--- config.mk ---
export PLATFORM = sky130hd
export DESIGN_NAME = lane_seq_fsm
export DESIGN_NICKNAME = d
export VERILOG_FILES = /design/src/rtl/lane_seq_fsm.sv
export SDC_FILE = /design/constraint.sdc
export NUM_CORES = 1
export LEC_CHECK = 0
export ABC_AREA = 0
export BUFFER_PORTS_ARGS = -buffer_cell sky130_fd_sc_hd__buf_2
export CAP_MARGIN = 20
export CORE_AREA = 5 5 42 44
export DETAILED_ROUTE_END_ITERATION = 8
export DIE_AREA = 0 0 47 49
export GPL_ROUTABILITY_DRIVEN = 0
export HOLD_SLACK_MARGIN = 0.15
export SLEW_MARGIN = 0
export SYNTH_ARGS = -nofsm -noshare
export SYNTH_HDL_FRONTEND = slang
export SYNTH_SLANG_ARGS = --single-unit
--- constraint.sdc ---
create_clock -name clk -period 3.6 [get_ports clk]
set_input_delay 0.72 -clock clk [delete_from_list [all_inputs] [get_ports clk]]
set_output_delay 0.72 -clock clk [all_outputs]
set_load 0.01 [all_outputs]
--- src/rtl/lane_seq_fsm.sv ---
// Moore output sequencer: walks NUM_SEL lanes holding each HOLD_CYCLES, strobes the buffer,
// with sticky illegal-state detection and a scan chain over all state flops.
module lane_seq_fsm #(
  parameter int NUM_SEL     = 4,
  parameter int HOLD_CYCLES = 1,
  localparam int SEL_W      = $clog2(NUM_SEL),
  localparam int HC_W       = (HOLD_CYCLES > 1) ? $clog2(HOLD_CYCLES) : 1
) (
  input  logic             clk,
  input  logic             rst_n,
  input  logic             data_avail,
  input  logic             err_clr,
  input  logic             scan_en,
  input  logic             scan_in,
  output logic             scan_out,
  output logic             buf_en,
  output logic [SEL_W-1:0] out_sel,
  output logic             out_writing,
  output logic             frame_done,
  output logic             err
);

  localparam int CHAIN_L = 3 + SEL_W + HC_W;
  localparam logic [SEL_W-1:0] LANE_MAX = SEL_W'(NUM_SEL - 1);
  localparam logic [HC_W-1:0]  HOLD_MAX = HC_W'(HOLD_CYCLES - 1);

  typedef enum logic [2:0] {
    S_IDLE   = 3'd0,
    S_LOAD   = 3'd1,
    S_WRITE  = 3'd2,
    S_BUFFER = 3'd3,
    S_CHECK  = 3'd4,
    S_ERROR  = 3'd5
  } state_t;

  state_t             state, state_n;
  logic [SEL_W-1:0]   lane_cnt, lane_n;
  logic [HC_W-1:0]    hold_cnt, hold_n;
  logic [CHAIN_L-1:0] chain, shifted;

  assign chain    = {state, lane_cnt, hold_cnt};
  assign shifted  = {chain[CHAIN_L-2:0], scan_in};
  assign scan_out = chain[CHAIN_L-1];

  // Shifting may load the unnamed encodings 6/7; the cast keeps them so they can be caught.
  always_ff @(posedge clk) begin
    if (!rst_n) begin
      state    <= S_IDLE;
      lane_cnt <= '0;
      hold_cnt <= '0;
    end else if (scan_en) begin
      state    <= state_t'(shifted[CHAIN_L-1 -: 3]);
      lane_cnt <= shifted[HC_W +: SEL_W];
      hold_cnt <= shifted[HC_W-1:0];
    end else begin
      state    <= state_n;
      lane_cnt <= lane_n;
      hold_cnt <= hold_n;
    end
  end

  always_comb begin
    state_n = state;
    lane_n  = lane_cnt;
    hold_n  = hold_cnt;
    case (state)
      S_IDLE:   if (data_avail) state_n = S_LOAD;
      S_LOAD: begin
        state_n = S_WRITE;
        lane_n  = '0;
        hold_n  = '0;
      end
      S_WRITE: begin
        if (lane_cnt > LANE_MAX || hold_cnt > HOLD_MAX) begin
          state_n = S_ERROR;
        end else if (hold_cnt < HOLD_MAX) begin
          hold_n = hold_cnt + HC_W'(1);
        end else begin
          hold_n = '0;
          if (lane_cnt == LANE_MAX) state_n = S_BUFFER;
          else                      lane_n  = lane_cnt + SEL_W'(1);
        end
      end
      S_BUFFER: state_n = S_CHECK;
      S_CHECK:  state_n = data_avail ? S_LOAD : S_IDLE;
      S_ERROR:  if (err_clr) state_n = S_IDLE;
      default:  state_n = S_ERROR;
    endcase
  end

  always_comb begin
    buf_en      = 1'b0;
    out_sel     = '0;
    out_writing = 1'b0;
    frame_done  = 1'b0;
    err         = 1'b0;
    case (state)
      S_IDLE: begin
        out_sel     = SEL_W'(1);
        out_writing = 1'b1;
      end
      S_LOAD: ;
      S_WRITE: begin
        out_sel     = lane_cnt;
        out_writing = 1'b1;
      end
      S_BUFFER: buf_en = 1'b1;
      S_CHECK: begin
        out_sel     = SEL_W'(1);
        out_writing = 1'b1;
        frame_done  = 1'b1;
      end
      S_ERROR:  err = 1'b1;
      default: ;
    endcase
  end

endmodule

==> summary.txt <==
Number of remaining DRC errors - 0
Number of setup violations in the final report - 0
CORE AREA - 1401 sq um
PortBufs - 12
Leading area contributor after synthesis - dfxtp_1
Sink Count - 6
CTS Buffer Depth - 2
Initial antenna violation count - 0
First-pass GRT wire length - 1849 microns
Post-CTS sizing - 0
Remaining antenna violation count - 0
Clk pin slew, worst setup/hold paths - 50 ps
Die height - 49 microns
Post-DR vias/cell - 5.818
Via count - 512
HPWL after DPL - 816 microns
1st-iter DRT viols - 14
Layout Nets - 81
Netlist cell types - 34
Yosys warns - 0
CP startpoint kind - flip-flop
Crit path arrival time - 1400 ps
Max VDD drop - 0.0001417 V
Most frequent cells in the layout - 12 x buf_2, 6 x dfxtp_1, 4 x nor3b_1, 4 x nor2_1, 4 x a21oi_1
FF/Latch Area - 120.1 sq um
Post-CTS Setup Bufs - 0
H-tree levels - 1
Hold WC Path Type - flip-flop to flip-flop
Final period util - 58.95%
Max Clock Skew - 2.215 ps
Synthesis-stage register bit count - 6
Die area - 2303 sq um
Worst slew pin tran - 496.0 ps
Leak pwr - 0.2288 nW
Register area share after synthesis - 24.62%
Overflow after GRT - 0
Initial Util - 34.82%
Final wirelength - 1142 microns
Largest net degree at the start of global routing - 18
Slew HR - 66.89%
Total negative slack - 0 ps
Gr usage total - 10.90%
Largest cells by area after synthesis - dfxtp_1 25%, nor3b_1 6.2%, a22oi_1 4.6%
I/O pin count - 13
CTS tree - done
Synthesized area per cell - 7.999 sq um
Max Transition Viols Final - 0
PwrDens - 367.3 nW/um^2
Mapped Area - 488.0 sq um
Row cnt - 14
CP Capture Type - output port
DIE WIDTH - 47 microns
R2R Setup Slk - 2010 ps
Fmax achieved - 471.2 MHz
Clk_lat worst skew - 250 ps
Cell Area, Placed - 544.3 sq um
Top-area cell type share of the netlist area - 24.62%
Outcome - completed
Dpl cells - 85
Vias in the first global route - 432
Post-layout min period - 2122 ps
Share of post-route cells with drive strength above 1 - 23.61%
Commonest non-fill, non-tap cell in the layout - buf_2
Synthesized instance count - 61
Pre-Repair DR Iteration Count - 6
Setup CP Type - flip-flop to output port
RSZ-0062 raised after global routing - false
Clk root buf - clkbuf_4
CTS Hold Buffers Added - 0
Hold Violations, Final - 0
Fillcell total - 163
Num CTS Buffers - 3
ANT cells - 0
Final cell count without fillers - 88
Crit path max fanout - 17
Area grow syn2layout - 16.15%
Critical Path RT - 2880 ps
Finished Cell Area - 566.8 sq um
Area of the multi-input gates - 332.8 sq um
Post-Syn Nets - 68
Total of max-cap violations - 0
WL/cell - 12.98 microns
## report_power, final
part           switching, mW  total, mW  internal [mW]
Clock                 0.0265     0.0643         0.0379
Combinational         0.0282     0.0552         0.0270
Sequential            0.0156     0.0886         0.0731
Total                 0.0702      0.208          0.138
## per-stage QoR
stage | hold WS (ps) | worst slack, ps | total power [mW] | utilization [%]
floorplan | 528.2 | 1872 | 0.1297 | -
global placement | 591.7 | 1763 | 0.1451 | 38.84
detailed placement | 585.5 | 1753 | 0.1447 | 38.84
CTS | 602.8 | 1488 | 0.2111 | 40.45
global route | 641.6 | 1339 | 0.2235 | 40.45
finish | 608.2 | 1478 | 0.2082 | 40.45
## Yosys cell counts
master and instances:
nor3b_1 4, clkbuf_1 1, and2b_1 1, buf_2 1
nor4_1 2, nor3_1 2, a211oi_1 1, o2bb2ai_1 1
a311oi_1 2, and3_1 1, nand2_1 3, a31oi_1 1
nand3_1 1, a21o_1 1, a21boi_1 2, and2_1 2
o22ai_1 1, nor4bb_1 1, nor2b_1 2, nor2_1 4
a21oi_1 4, a22oi_1 3, o21a_1 1, ha_1 1
buf_4 2, nand2b_1 1, o211ai_1 1, nor4b_1 1
a2111oi_0 1, a2111oi_2 1, or4b_4 1, inv_1 3
dfxtp_1 6, or3b_1 1
## worst paths after layout
path / endpoint / start / depth (start not counted)
setup / recovery: frame_done / state[2] / 3
hold / removal: hold_cnt / hold_cnt / 2
setup reg to reg: lane_cnt[1] / state[1] / 3
hold reg to reg: hold_cnt / hold_cnt / 2
## cell type report
cell class / count / share of cell area [%]
flip-flops and latches: 6 / 21.19
repair buffers: 12 / 10.60
well taps: 16 / 3.532
multi-input cells: 48 / 58.72
clock buffers: 3 / 3.974
inverters: 3 / 1.987
## per-layer routing
layer / part of all wire [%] / wire length (microns) / global-route usage, %
met1: 46 / 528 / 15.32
met2: 45 / 510 / 13.80
met4: 2.3 / 26 / 8.295
met3: 6.7 / 77 / 2.214
met5: 0 / 0 / 0
## registers in the layout, summed over array words and instances, names as in the netlist
register / flops
hold_cnt: 1
state: 3
lane_cnt: 2
## logic make-up (layout without fill, tap and decap cells)
| logic type | count (synthesis) | in the layout | synth area share, % |
|---|---|---|---|
| adder cells (fa/ha/maj) | 1 | 1 | 2.564 |
| AND/OR/NAND/NOR | 27 | 27 | 34.87 |
| AO/OA/AOI/OAI | 20 | 20 | 30.77 |
| buffers and inverters | 7 | 18 | 7.177 |
| flip-flops | 6 | 6 | 24.62 |
## critical path, stage by stage, from the launching register on
cell     delay, ps
dfxtp_1        620
inv_1          160
nor3_1         210
buf_2          160
Power figures use the tool's default switching activity.
